==> src/rtl/fp_addsub_if.sv <==
// Operand/result handshake bundle for the single-precision adder/subtractor.
`default_nettype none

interface fp_addsub_if;
    logic [31:0] input_a;
    logic [31:0] input_b;
    logic        input_op;
    logic        input_stb;
    logic        input_ack;
    logic [31:0] output_z;
    logic        output_z_stb;
    logic        output_z_ack;

    modport master (
        output input_a, input_b, input_op, input_stb, output_z_ack,
        input  input_ack, output_z, output_z_stb
    );

    modport slave (
        input  input_a, input_b, input_op, input_stb, output_z_ack,
        output input_ack, output_z, output_z_stb
    );
endinterface

`default_nettype wire

==> src/rtl/fp_addsub.sv <==
// IEEE-754 single-precision add/subtract, multi-cycle FSM, RNE rounding, flush-to-zero.
`default_nettype none

module fp_addsub (
    input wire          clk,
    input wire          rst,
    fp_addsub_if.slave  bus
);

    typedef enum logic [2:0] {
        S_IDLE, S_UNPACK, S_SPECIAL, S_ALIGN, S_ADD, S_NORM, S_ROUND, S_OUT
    } state_t;

    state_t             r_state;
    logic [31:0]        r_a, r_b;
    logic               r_op;
    logic               r_a_s, r_b_s;
    logic [7:0]         r_a_e, r_b_e;
    logic [23:0]        r_a_m, r_b_m;
    logic [26:0]        r_a_al, r_b_al;
    logic [27:0]        r_sum;
    logic               r_s;
    logic signed [9:0]  r_e;
    logic [26:0]        r_m;
    logic               r_ack, r_z_stb;
    logic [31:0]        r_z;

    // Right shift keeping everything shifted out as a sticky bit in bit 0.
    function automatic logic [26:0] f_shr_sticky(input logic [26:0] m, input logic [7:0] d);
        logic [26:0] mask;
        if (d >= 8'd26) begin
            return {26'b0, |m};
        end
        mask = ~(27'h7FFFFFF << d);
        return (m >> d) | {26'b0, |(m & mask)};
    endfunction

    function automatic logic [4:0] f_lzc(input logic [26:0] m);
        logic [4:0] n;
        logic       found;
        n     = 5'd0;
        found = 1'b0;
        for (int i = 26; i >= 0; i--) begin
            if (!found) begin
                if (m[i]) found = 1'b1;
                else      n = n + 5'd1;
            end
        end
        return n;
    endfunction

    logic               w_a_nan, w_b_nan, w_a_inf, w_b_inf;
    logic               w_a_big;
    logic [26:0]        w_shifted;
    logic [4:0]         w_lz;
    logic               w_up;
    logic [24:0]        w_rnd;
    logic signed [9:0]  w_e_fin;
    logic [22:0]        w_frac;
    logic [31:0]        w_z_fin;

    always_comb begin
        w_a_nan   = (r_a_e == 8'hFF) && (r_a_m[22:0] != 23'd0);
        w_b_nan   = (r_b_e == 8'hFF) && (r_b_m[22:0] != 23'd0);
        w_a_inf   = (r_a_e == 8'hFF) && (r_a_m[22:0] == 23'd0);
        w_b_inf   = (r_b_e == 8'hFF) && (r_b_m[22:0] == 23'd0);
        w_a_big   = (r_a_e >= r_b_e);
        w_shifted = w_a_big ? f_shr_sticky({r_b_m, 3'b0}, r_a_e - r_b_e)
                            : f_shr_sticky({r_a_m, 3'b0}, r_b_e - r_a_e);
        w_lz      = f_lzc(r_sum[26:0]);
        w_up      = r_m[2] & (r_m[1] | r_m[0] | r_m[3]);
        w_rnd     = {1'b0, r_m[26:3]} + {24'b0, w_up};
        w_e_fin   = w_rnd[24] ? r_e + 10'sd1 : r_e;
        w_frac    = w_rnd[24] ? w_rnd[23:1] : w_rnd[22:0];
        if (r_m == 27'd0)             w_z_fin = {r_s, 31'b0};
        else if (w_e_fin >= 10'sd255) w_z_fin = {r_s, 8'hFF, 23'b0};
        else if (w_e_fin <= 10'sd0)   w_z_fin = {r_s, 31'b0};
        else                          w_z_fin = {r_s, w_e_fin[7:0], w_frac};
    end

    always_ff @(posedge clk or negedge rst) begin
        if (!rst) begin
            r_state <= S_IDLE;
            r_a     <= 32'd0;
            r_b     <= 32'd0;
            r_op    <= 1'b0;
            r_a_s   <= 1'b0;
            r_b_s   <= 1'b0;
            r_a_e   <= 8'd0;
            r_b_e   <= 8'd0;
            r_a_m   <= 24'd0;
            r_b_m   <= 24'd0;
            r_a_al  <= 27'd0;
            r_b_al  <= 27'd0;
            r_sum   <= 28'd0;
            r_s     <= 1'b0;
            r_e     <= 10'sd0;
            r_m     <= 27'd0;
            r_ack   <= 1'b1;
            r_z_stb <= 1'b0;
            r_z     <= 32'd0;
        end else begin
            case (r_state)
                S_IDLE: begin
                    if (bus.input_stb && r_ack) begin
                        r_a     <= bus.input_a;
                        r_b     <= bus.input_b;
                        r_op    <= bus.input_op;
                        r_ack   <= 1'b0;
                        r_state <= S_UNPACK;
                    end
                end
                S_UNPACK: begin
                    r_a_s   <= r_a[31];
                    r_b_s   <= r_b[31] ^ r_op;
                    r_a_e   <= r_a[30:23];
                    r_b_e   <= r_b[30:23];
                    r_a_m   <= (r_a[30:23] == 8'd0) ? 24'd0 : {1'b1, r_a[22:0]};
                    r_b_m   <= (r_b[30:23] == 8'd0) ? 24'd0 : {1'b1, r_b[22:0]};
                    r_state <= S_SPECIAL;
                end
                S_SPECIAL: begin
                    r_state <= S_OUT;
                    r_z_stb <= 1'b1;
                    if (w_a_nan || w_b_nan || (w_a_inf && w_b_inf && (r_a_s != r_b_s)))
                        r_z <= 32'h7FC00000;
                    else if (w_a_inf)
                        r_z <= {r_a_s, 8'hFF, 23'b0};
                    else if (w_b_inf)
                        r_z <= {r_b_s, 8'hFF, 23'b0};
                    else if (r_a_e == 8'd0 && r_b_e == 8'd0)
                        r_z <= {r_a_s & r_b_s, 31'b0};
                    else begin
                        r_state <= S_ALIGN;
                        r_z_stb <= 1'b0;
                    end
                end
                S_ALIGN: begin
                    r_a_al  <= w_a_big ? {r_a_m, 3'b0} : w_shifted;
                    r_b_al  <= w_a_big ? w_shifted : {r_b_m, 3'b0};
                    r_e     <= w_a_big ? signed'({2'b0, r_a_e}) : signed'({2'b0, r_b_e});
                    r_state <= S_ADD;
                end
                S_ADD: begin
                    if (r_a_s == r_b_s) begin
                        r_sum <= {1'b0, r_a_al} + {1'b0, r_b_al};
                        r_s   <= r_a_s;
                    end else if (r_a_al >= r_b_al) begin
                        r_sum <= {1'b0, r_a_al - r_b_al};
                        r_s   <= (r_a_al == r_b_al) ? 1'b0 : r_a_s;
                    end else begin
                        r_sum <= {1'b0, r_b_al - r_a_al};
                        r_s   <= r_b_s;
                    end
                    r_state <= S_NORM;
                end
                S_NORM: begin
                    if (r_sum[27]) begin
                        r_m <= {r_sum[27:2], r_sum[1] | r_sum[0]};
                        r_e <= r_e + 10'sd1;
                    end else begin
                        r_m <= r_sum[26:0] << w_lz;
                        r_e <= r_e - signed'({5'b0, w_lz});
                    end
                    r_state <= S_ROUND;
                end
                S_ROUND: begin
                    r_z     <= w_z_fin;
                    r_z_stb <= 1'b1;
                    r_state <= S_OUT;
                end
                S_OUT: begin
                    if (bus.output_z_ack) begin
                        r_z_stb <= 1'b0;
                        r_ack   <= 1'b1;
                        r_state <= S_IDLE;
                    end
                end
                default: r_state <= S_IDLE;
            endcase
        end
    end

    assign bus.input_ack    = r_ack;
    assign bus.output_z     = r_z;
    assign bus.output_z_stb = r_z_stb;

endmodule

`default_nettype wire

==> src/flat_wrapper.sv <==
// flat-port wrapper written by rule: the top's interface ports become plain ports
module fp_addsub_flat 
  (clk, rst, bus_input_a, bus_input_b, bus_input_op, bus_input_stb, bus_output_z_ack, bus_input_ack, bus_output_z, bus_output_z_stb);
  fp_addsub_if bus_i ();
  input wire clk;
  input wire rst;
  input wire logic [$bits(bus_i.input_a)-1:0] bus_input_a;
  input wire logic [$bits(bus_i.input_b)-1:0] bus_input_b;
  input wire logic [$bits(bus_i.input_op)-1:0] bus_input_op;
  input wire logic [$bits(bus_i.input_stb)-1:0] bus_input_stb;
  input wire logic [$bits(bus_i.output_z_ack)-1:0] bus_output_z_ack;
  output wire logic [$bits(bus_i.input_ack)-1:0] bus_input_ack;
  output wire logic [$bits(bus_i.output_z)-1:0] bus_output_z;
  output wire logic [$bits(bus_i.output_z_stb)-1:0] bus_output_z_stb;
  assign bus_i.input_a = bus_input_a;
  assign bus_i.input_b = bus_input_b;
  assign bus_i.input_op = bus_input_op;
  assign bus_i.input_stb = bus_input_stb;
  assign bus_i.output_z_ack = bus_output_z_ack;
  assign bus_input_ack = bus_i.input_ack;
  assign bus_output_z = bus_i.output_z;
  assign bus_output_z_stb = bus_i.output_z_stb;
  fp_addsub u_core (.clk(clk), .rst(rst), .bus(bus_i));
endmodule
==> config.mk <==
export PLATFORM = sky130hd
export DESIGN_NAME = fp_addsub_flat
export DESIGN_NICKNAME = d
export VERILOG_FILES = /design/src/rtl/fp_addsub_if.sv /design/src/rtl/fp_addsub.sv /design/src/flat_wrapper.sv
export SDC_FILE = /design/constraint.sdc
export NUM_CORES = 1
export LEC_CHECK = 0
export ABC_AREA = 0
export ABC_CLOCK_PERIOD_IN_PS = 17100
export BUFFER_PORTS_ARGS = -buffer_cell sky130_fd_sc_hd__buf_2
export CAP_MARGIN = 20
export CORE_ASPECT_RATIO = 1.4
export CORE_MARGIN = 1.5
export CORE_UTILIZATION = 50
export CTS_CLUSTER_DIAMETER = 80
export DETAILED_ROUTE_END_ITERATION = 6
export PLACE_DENSITY = 0.69
export SYNTH_ARGS = -nofsm -noshare
export SYNTH_HDL_FRONTEND = slang
export SYNTH_SLANG_ARGS = --single-unit
==> constraint.sdc <==
create_clock -name clk -period 17.1 [get_ports clk]
set_input_delay 2.565 -clock clk [delete_from_list [all_inputs] [get_ports clk]]
set_output_delay 2.565 -clock clk [all_outputs]
set_load 0.02 [all_outputs]
==> results of run 1 <==
cell type report:
type                       count  area (um2)
clock buffer                  43       910.9
clock inverter                12       151.4
fill                        4437       20450
inverter                     141       531.8
multi-input combinational   2350       16540
sequential                   288        7211
tap                          630       788.3
timing repair buffer         214        1440
state kept, by name, summed over array words and instances (netlist names):
register / count
u_core.bus.output_z: 32
u_core.r_a: 32
u_core.r_b: 32
u_core.r_sum: 28
u_core.r_a_al: 27
u_core.r_b_al: 27
u_core.r_m: 27
u_core.r_a_m: 24
u_core.r_b_m: 24
u_core.r_e: 10
u_core.r_a_e: 8
u_core.r_b_e: 8
u_core.r_state: 3
u_core.bus.input_ack: 1
u_core.bus.output_z_stb: 1
u_core.r_a_s: 1
u_core.r_b_s: 1
u_core.r_op: 1
u_core.r_s: 1
worst paths after layout:
check                                                    from  slack, ns  cells after the start                                 end
max                              u_core.r_sum[25]$_DFFE_PN0P_      -0.13                     95           u_core.r_e[7]$_DFFE_PN0P_
min                        u_core.bus.output_z[5]$_DFFE_PN0P_       0.48                      2  u_core.bus.output_z[5]$_DFFE_PN0P_
max reg2reg                      u_core.r_sum[25]$_DFFE_PN0P_      -0.13                     95           u_core.r_e[7]$_DFFE_PN0P_
min reg2reg                u_core.bus.output_z[5]$_DFFE_PN0P_       0.48                      2  u_core.bus.output_z[5]$_DFFE_PN0P_
max in group asynchronous                                 rst      13.03                      3  u_core.bus.output_z[3]$_DFFE_PN0P_
min in group asynchronous                                 rst       1.96                      1          u_core.r_b[17]$_DFFE_PN0P_
per-stage QoR:
step	setup WS (ns)	util	setup TNS (ns)	instance area, um2	instances
after floorplan	0.02334	-	0	24480	2983
after global placement	0.02049	0.5331	0	25600	3581
after detailed placement	-0.8242	0.5331	-8.903	25600	3581
after CTS	-0.2338	0.5647	-0.7722	27120	3668
after global routing	-0.7985	0.5742	-13.32	27570	3678
final	-0.1262	0.5742	-0.3515	27570	3678
worst min-delay path, stage by stage (launching register included):
cell	delay [ns]
sky130_fd_sc_hd__dfrtp_1	0.34
sky130_fd_sc_hd__nand2_1	0.04
sky130_fd_sc_hd__o21ai_0	0.06
synthesized netlist by cell type (36+ instances only):
master                     instances  area share
sky130_fd_sc_hd__a211oi_1         36       0.011
sky130_fd_sc_hd__a21o_1           41       0.013
sky130_fd_sc_hd__a21oi_1         257       0.053
sky130_fd_sc_hd__a22o_1           54       0.019
sky130_fd_sc_hd__clkbuf_1        172       0.026
sky130_fd_sc_hd__dfrtp_1         287        0.29
sky130_fd_sc_hd__ha_1            131       0.067
sky130_fd_sc_hd__inv_1           137       0.021
sky130_fd_sc_hd__mux2_2          118       0.055
sky130_fd_sc_hd__mux2i_1          96       0.039
sky130_fd_sc_hd__nand2_1         340       0.052
sky130_fd_sc_hd__nand3_1          83       0.017
sky130_fd_sc_hd__nor2_1          240       0.037
sky130_fd_sc_hd__nor3_1           53       0.011
sky130_fd_sc_hd__nor4_1           36      0.0092
sky130_fd_sc_hd__o21ai_0         212       0.044
sky130_fd_sc_hd__xnor2_1          72       0.026
sky130_fd_sc_hd__xor2_1           38       0.014
repair_timing:
action / in CTS / in global routing
gates resized for setup: 52 / 71
cloned: 0 / 2
pin swaps: 53 / 56
endpoints found under the setup margin: 32 / 36
setup buffers: 32 / 15
logic make-up after synthesis:
logic type      share of synthesized area
fa+ha+maj                         0.07384
compound gates                     0.2446
flops                              0.2958
xor+xnor                          0.04714
buf+inv                           0.05505
simple gates                       0.1813
mux                                0.1023
per-layer routing:
layer | vias to the layer above | global-route usage | share of wire
li1 | 10920 | - | -
met4 | 0 | 0.2145 | 0.071
met5 | - | 0 | 0
met1 | 11310 | 0.3551 | 0.37
met3 | 291 | 0.03720 | 0.051
met2 | 973 | 0.5812 | 0.51
==> summary.md, run 1 <==
The flow ran to the end, but the final reports show violations. The checks that failed: negative setup slack. For this run, the leading register cell type out of synthesis is sky130_fd_sc_hd__dfrtp_1. The first detailed-routing pass ran for 6 iterations.

The congestion estimate from routability-driven global placement came to 0.9633. Across all hold checks on the routed design, the worst slack comes to 0.4759 ns. The cell with the largest stage delay on the worst path was sky130_fd_sc_hd__dfrtp_2. No sink is reached through more buffers than the 3 on the longest clock path. The register bit count reported by yosys came out at 288. Compared with the post-synthesis result, the final layout area differs by 13.16%. The critical path's top delay family was adder cells. The total number of vias was 23490. Leaving out fill and tap cells, the most frequent cells in the layout are sky130_fd_sc_hd__nand2_1 (333), sky130_fd_sc_hd__dfrtp_1 (285), sky130_fd_sc_hd__a21oi_1 (247). For the remaining max-slew budget at the tightest pin, the log shows 0.2219. Setup violations remaining at the end of the flow were counted as 4. The logs give 0 for the count of final hold-check violations and 58.05 MHz for the maximum operating frequency. The initial standard-cell utilization of the core was 0.5074; the slew at the pin closest to its max-slew limit was 1.167 ns.

The final period utilization is 1.007. In this design, the critical path's most frequently occurring cell is sky130_fd_sc_hd__ha_4. The run gives 0.2958 as the sequential-to-total area share from yosys stat. In the routed layout, each cell is associated on average with a via count of 6.387.

The number of antenna violations at the first check in global routing was 0; the post-route antenna net violation count was 0. For the final database, setup skew stands at 0.01118 ns. Yosys mapped a number of flops with a built-in enable equal to 0.

After technology mapping, the gate count stands at 2983. Number of buffers and inverters on the critical path: 13. Max-cap violations in this run came to 0. The type of destination of the critical path was a register. The clock transition at the registers of the reported paths is 0.06 ns, and the mapped cell area is 24370 um2. The tools report the number of diodes added for antenna fixing as 0. During I/O placement, the number of pins put on the boundary was 103.

The logs give 82730 um for the wire length reported by the detailed router and 17.73 ns for the arrival time at the worst endpoint. Row generation in the floorplan step produced 95 rows. The netlist uses 100 different library cells. The share of flip-flops with an asynchronous set or reset after synthesis came out at 1.000. The detailed router finished its first iteration with 1993 violations. The critical path's largest stage delay was 0.44 ns; the worst-case setup margin in the final layout was -0.1262 ns. The run gives 0 as the residual overflow from global routing.

For the number of clock sinks, the log shows 288. The run gives 3189 as the number of nets in the synthesized netlist. The routed design could run at a clock period as short as 17.23 ns. In this run the worst path has a maximum fanout of 3. Buffers placed on the I/O ports in this run total 102.

The min-delay analysis places its worst path in the category reg2reg. The TritonCTS buffer count was 31. The critical path class was reg2reg. The tree is rooted in a sky130_fd_sc_hd__clkbuf_16.

The sum of net half-perimeters after detailed placement is 61530 um. The layout cell share with drive strength beyond 1 works out to 0.1762. The core region is 48020 um2. Data on the critical path is required at its endpoint by 17.60 ns. Measured along the y axis, the die boundary spans 264.2 um. The number of nets in the finished design was 3232.

The via count of the first global-routing pass is 23490, and the overall track demand over capacity in global routing is 0.3231. The run gives 1 as the number of levels in the clock H-tree. Setup repair after global routing could not meet its margin everywhere. STA classifies the critical path startpoint as a register. Leaving out fill and tap cells, the most frequent cell in the layout is sky130_fd_sc_hd__nand2_1.

The run gives 50090 um2 as the floorplan die area. Dividing the detail-routed wire length by the instance count gives 22.49 um. The floorplan step set the die width to 189.6 um. In this run the mean area of a mapped cell was 8.169 um2. The number of max-slew violations in the final report is 0. Entering global routing, the biggest net connects 87 pins.

TritonCTS built the clock tree. After detailed routing, the number of remaining DRC violations is 0. The tools report the number of warnings reported in the yosys synthesis log as 0. In this run, post-CTS hold repair placed 0 buffers. The clock network latency to the later pin of the worst-skew pair was 0.59 ns. First-pass GRT wire length: 128500 um.
Power of run 1 is left out: the tool's default activity adds up to more than one toggle a clock period on the data nets, which glitch-free logic cannot reach.
==> inputs of run 2 (changes only) <==
--- a/config.mk
+++ b/config.mk
@@ -10,11 +10,11 @@
 export BUFFER_PORTS_ARGS = -buffer_cell sky130_fd_sc_hd__buf_2
 export CAP_MARGIN = 20
 export CORE_ASPECT_RATIO = 1.4
-export CORE_MARGIN = 1.5
+export CORE_MARGIN = 2
 export CORE_UTILIZATION = 50
 export CTS_CLUSTER_DIAMETER = 80
 export DETAILED_ROUTE_END_ITERATION = 6
-export PLACE_DENSITY = 0.69
+export PLACE_DENSITY = 0.75
 export SYNTH_ARGS = -nofsm -noshare
 export SYNTH_HDL_FRONTEND = slang
 export SYNTH_SLANG_ARGS = --single-unit
==> run 2 against run 1 <==
The flow still finishes with violations (negative setup slack). Sequential share of layout area up 0.44 points. Via count up 0.49%. Sequential cell count unchanged. Register-to-register slack worse by 0.02 ns. Clock skew up 0.0040 ns. Setup slack worse by 0.019 ns. Critical path type unchanged.
==> summary.md, run 2 (synthesis results as in run 1) <==
The logs give 3 (unchanged) for the maximum buffer depth of the clock tree and 2026 (+1.7%) for the number of violations reported at the end of detailed-routing iteration 0. For the maximum operating frequency, the log shows 57.99 MHz (-0.11%). Compared with the post-synthesis result, the final layout area differs by 11.31%. Type of origin of the critical path: a register. The number of input and output port buffers inserted was 102 (unchanged); the final period utilization was 1.008 (+0.001119). The post-route clock skew was 0.01519 ns (+0.004010 ns).

The logs give 0 (unchanged) for the number of buffers inserted for hold repair after clock tree synthesis and 0.3192 (-0.003845) for the overall track demand over capacity in global routing. The largest fanout on the critical path works out to 4 (+1). The checks that failed: negative setup slack.

The ratio of routed vias to standard cells is 6.457 (+1.1%), and the setup slack after placement is -0.8201 ns (+0.004125 ns). For the pin count of the biggest net entering global routing, the log shows 176 (+100%). The clock network latency to the later pin of the worst-skew pair is 0.58 ns (about the same). The critical path's largest stage delay came out at 0.43 ns (about the same). The run gives 0.5697 (-0.01150) as the met2 demand-to-capacity share in global routing. The tools report the setup slack on the worst flop-to-flop path as -0.15 ns (-0.02 ns). Count of final hold-check violations: 0 (unchanged). For the final weighted congestion of routability-driven global placement, the log shows 0.9847 (+2.2%). The met3 track utilization from global routing is 0.03219 (-0.005005), and the die height is 265.2 um (+0.38%).

The met1 layer usage reported by global route was 0.3537 (-0.001464); the number of antenna violations at the first check in global routing was 0 (unchanged). The tools report the remaining max-slew budget at the tightest pin as 0.2553 (+0.03336). Leaving out fill and tap cells, the most frequent cell in the layout is sky130_fd_sc_hd__nand2_1.

The data required time at the worst endpoint was 17.59 ns (about the same). The tools report the via count of the first global-routing pass as 23500 (+0.077%). Clock transition at the registers of the reported paths: 0.07 ns (about the same). Setup repair after global routing could not meet its margin everywhere. The busiest layer in global routing was met2. The tools report the TritonCTS buffer count as 29 (-6.5%). For the floorplan die area, the log shows 50540 um2 (+0.91%).

The number of placed cells counting well taps was 3575 (-0.17%). For the count of pins on the block boundary, the log shows 103 (unchanged). The logs give 17.74 ns (about the same) for the arrival time at the worst endpoint and 1 (unchanged) for the number of levels in the clock H-tree. The number of nets in the finished design was 3210 (-0.68%); the total number of vias was 23610 (+0.49%).

The number of optimization iterations in the first detailed-route pass is 6 (unchanged). Number of max-slew violations in the final report: 0 (unchanged). The core region area is 48020 um2 (unchanged). The logs give 3656 (-0.60%) for the filler-free cell count of the finished design and 4 (unchanged) for the final setup violation count. STA classifies the critical path endpoint as a register.

The cell with the largest stage delay on the worst path was sky130_fd_sc_hd__or4_4. The path category of the worst min-delay check is reg2reg. The number of core rows was 95 (unchanged). The final critical-path required period came out at 17.25 ns (+0.01914 ns). The fraction of the core area covered by cells at the end of the flow is 0.5648 (-0.009406).

The run gives 0.4734 ns (-0.002502 ns) as the worst hold slack. The length in cells of the worst reg-to-reg path is 94 (-1.1%), and the residual overflow from global routing is 0 (unchanged). The post-route antenna net violation count is 0 (unchanged), and the number of diodes added for antenna fixing is 0 (unchanged).

For the number of DRC violations after detailed routing, the log shows 0 (unchanged). The worst hold path terminates at u_core.bus.output_z[18]$_DFFE_PN0P_. The tools report the endpoint of the worst register-to-register path as u_core.r_e[7]$_DFFE_PN0P_. In the layout the commonest cells are sky130_fd_sc_hd__nand2_1 (333), sky130_fd_sc_hd__dfrtp_1 (284), sky130_fd_sc_hd__a21oi_1 (251). The hold-critical path depth is 2 (unchanged), and the slew at the pin closest to its max-slew limit is 1.117 ns (-0.05004 ns). The max-cap check violation count was 0 (unchanged). The tools report the worst hold path startpoint as u_core.bus.output_z[18]$_DFFE_PN0P_. TritonCTS built the clock tree. Die extent in x: 190.6 um (+0.53%).

The logs give 0.5074 (unchanged) for the initial standard-cell utilization of the core and 82120 um (-0.73%) for the wire length reported by the detailed router. The cell type with the highest occurrence count on the critical path is sky130_fd_sc_hd__ha_4. The tree is rooted in a sky130_fd_sc_hd__clkbuf_16. The run gives -0.1453 ns (-0.01914 ns) as the worst-case setup margin in the final layout.

The first-pass GRT wire length came out at 128400 um (-0.11%). The critical path is of the reg2reg type. The startpoint identified for the worst register-to-register timing path is u_core.r_sum[25]$_DFFE_PN0P_. The layout cell share with drive strength beyond 1 came out at 0.1616 (-0.01458). The run finished, with violations left. The routed length per placed instance was 22.46 um (-0.13%); the sum of net half-perimeters after detailed placement was 60570 um (-1.6%).

The tools report the number of clock sinks as 288 (unchanged).
-- run 2: layout make-up --
type / instances / area (um2)
clock inverters: 18 / 190.2
well taps: 630 / 788.3
inverters: 141 / 529.3
repair buffers: 194 / 1235
multi-input cells: 2350 / 16380
clock buffers: 35 / 788.3
flip-flops and latches: 288 / 7212
fillers: 4385 / 20900
-- run 2: worst max path at each step --
| stage | endpoint | cells past startpoint | from | slack [ns] |
|---|---|---|---|---|
| global route | u_core.r_e[7]$_DFFE_PN0P_ | 92 | u_core.r_sum[25]$_DFFE_PN0P_ | -0.77 |
| global placement | u_core.r_e[9]$_DFFE_PN0P_ | 92 | u_core.r_sum[25]$_DFFE_PN0P_ | 0.03 |
| floorplan | u_core.r_e[9]$_DFFE_PN0P_ | 93 | u_core.r_sum[24]$_DFFE_PN0P_ | 0.02 |
| finish | u_core.r_e[7]$_DFFE_PN0P_ | 94 | u_core.r_sum[25]$_DFFE_PN0P_ | -0.15 |
| CTS | u_core.r_e[7]$_DFFE_PN0P_ | 92 | u_core.r_sum[25]$_DFFE_PN0P_ | -0.08 |
| detailed placement | u_core.r_e[9]$_DFFE_PN0P_ | 92 | u_core.r_sum[25]$_DFFE_PN0P_ | -0.82 |
-- run 2: stage by stage --
| stage | setup TNS (ns) | area [um2] |
|---|---|---|
| 6_report | -0.5042 | 27120 |
| 5_1_grt | -11.60 | 27120 |
| 4_1_cts | -0.1239 | 26960 |
| 3_5_place_dp | -8.006 | 25550 |
| 3_3_place_gp | 0 | 25550 |
| 2_1_floorplan | 0 | 24480 |
-- run 2: what timing repair did --
item                       CTS  global route
gates cloned                 0             0
pin swaps                   41            31
gates resized for setup     55            28
buffers inserted            26             5
setup endpoints to repair   30            36
-- run 2: critical path: cells and delay by family, from the launching register on --
family	cells	cell delay, ns
AND/OR/NAND/NOR	16	1.85
AO/OA/AOI/OAI	25	3.78
adder cells (fa/ha/maj)	24	6.10
flip-flops	1	0.41
XOR/XNOR	3	0.52
multiplexers	17	3.64
buffers and inverters	9	0.85
-- run 2: per-layer routing --
metal	vias to the layer above	wire length [um]
met1	11420	30530
met2	974	40890
met5	-	0
met3	338	4123
met4	0	6584
li1	10880	-
Power of run 2 is left out for the same reason.
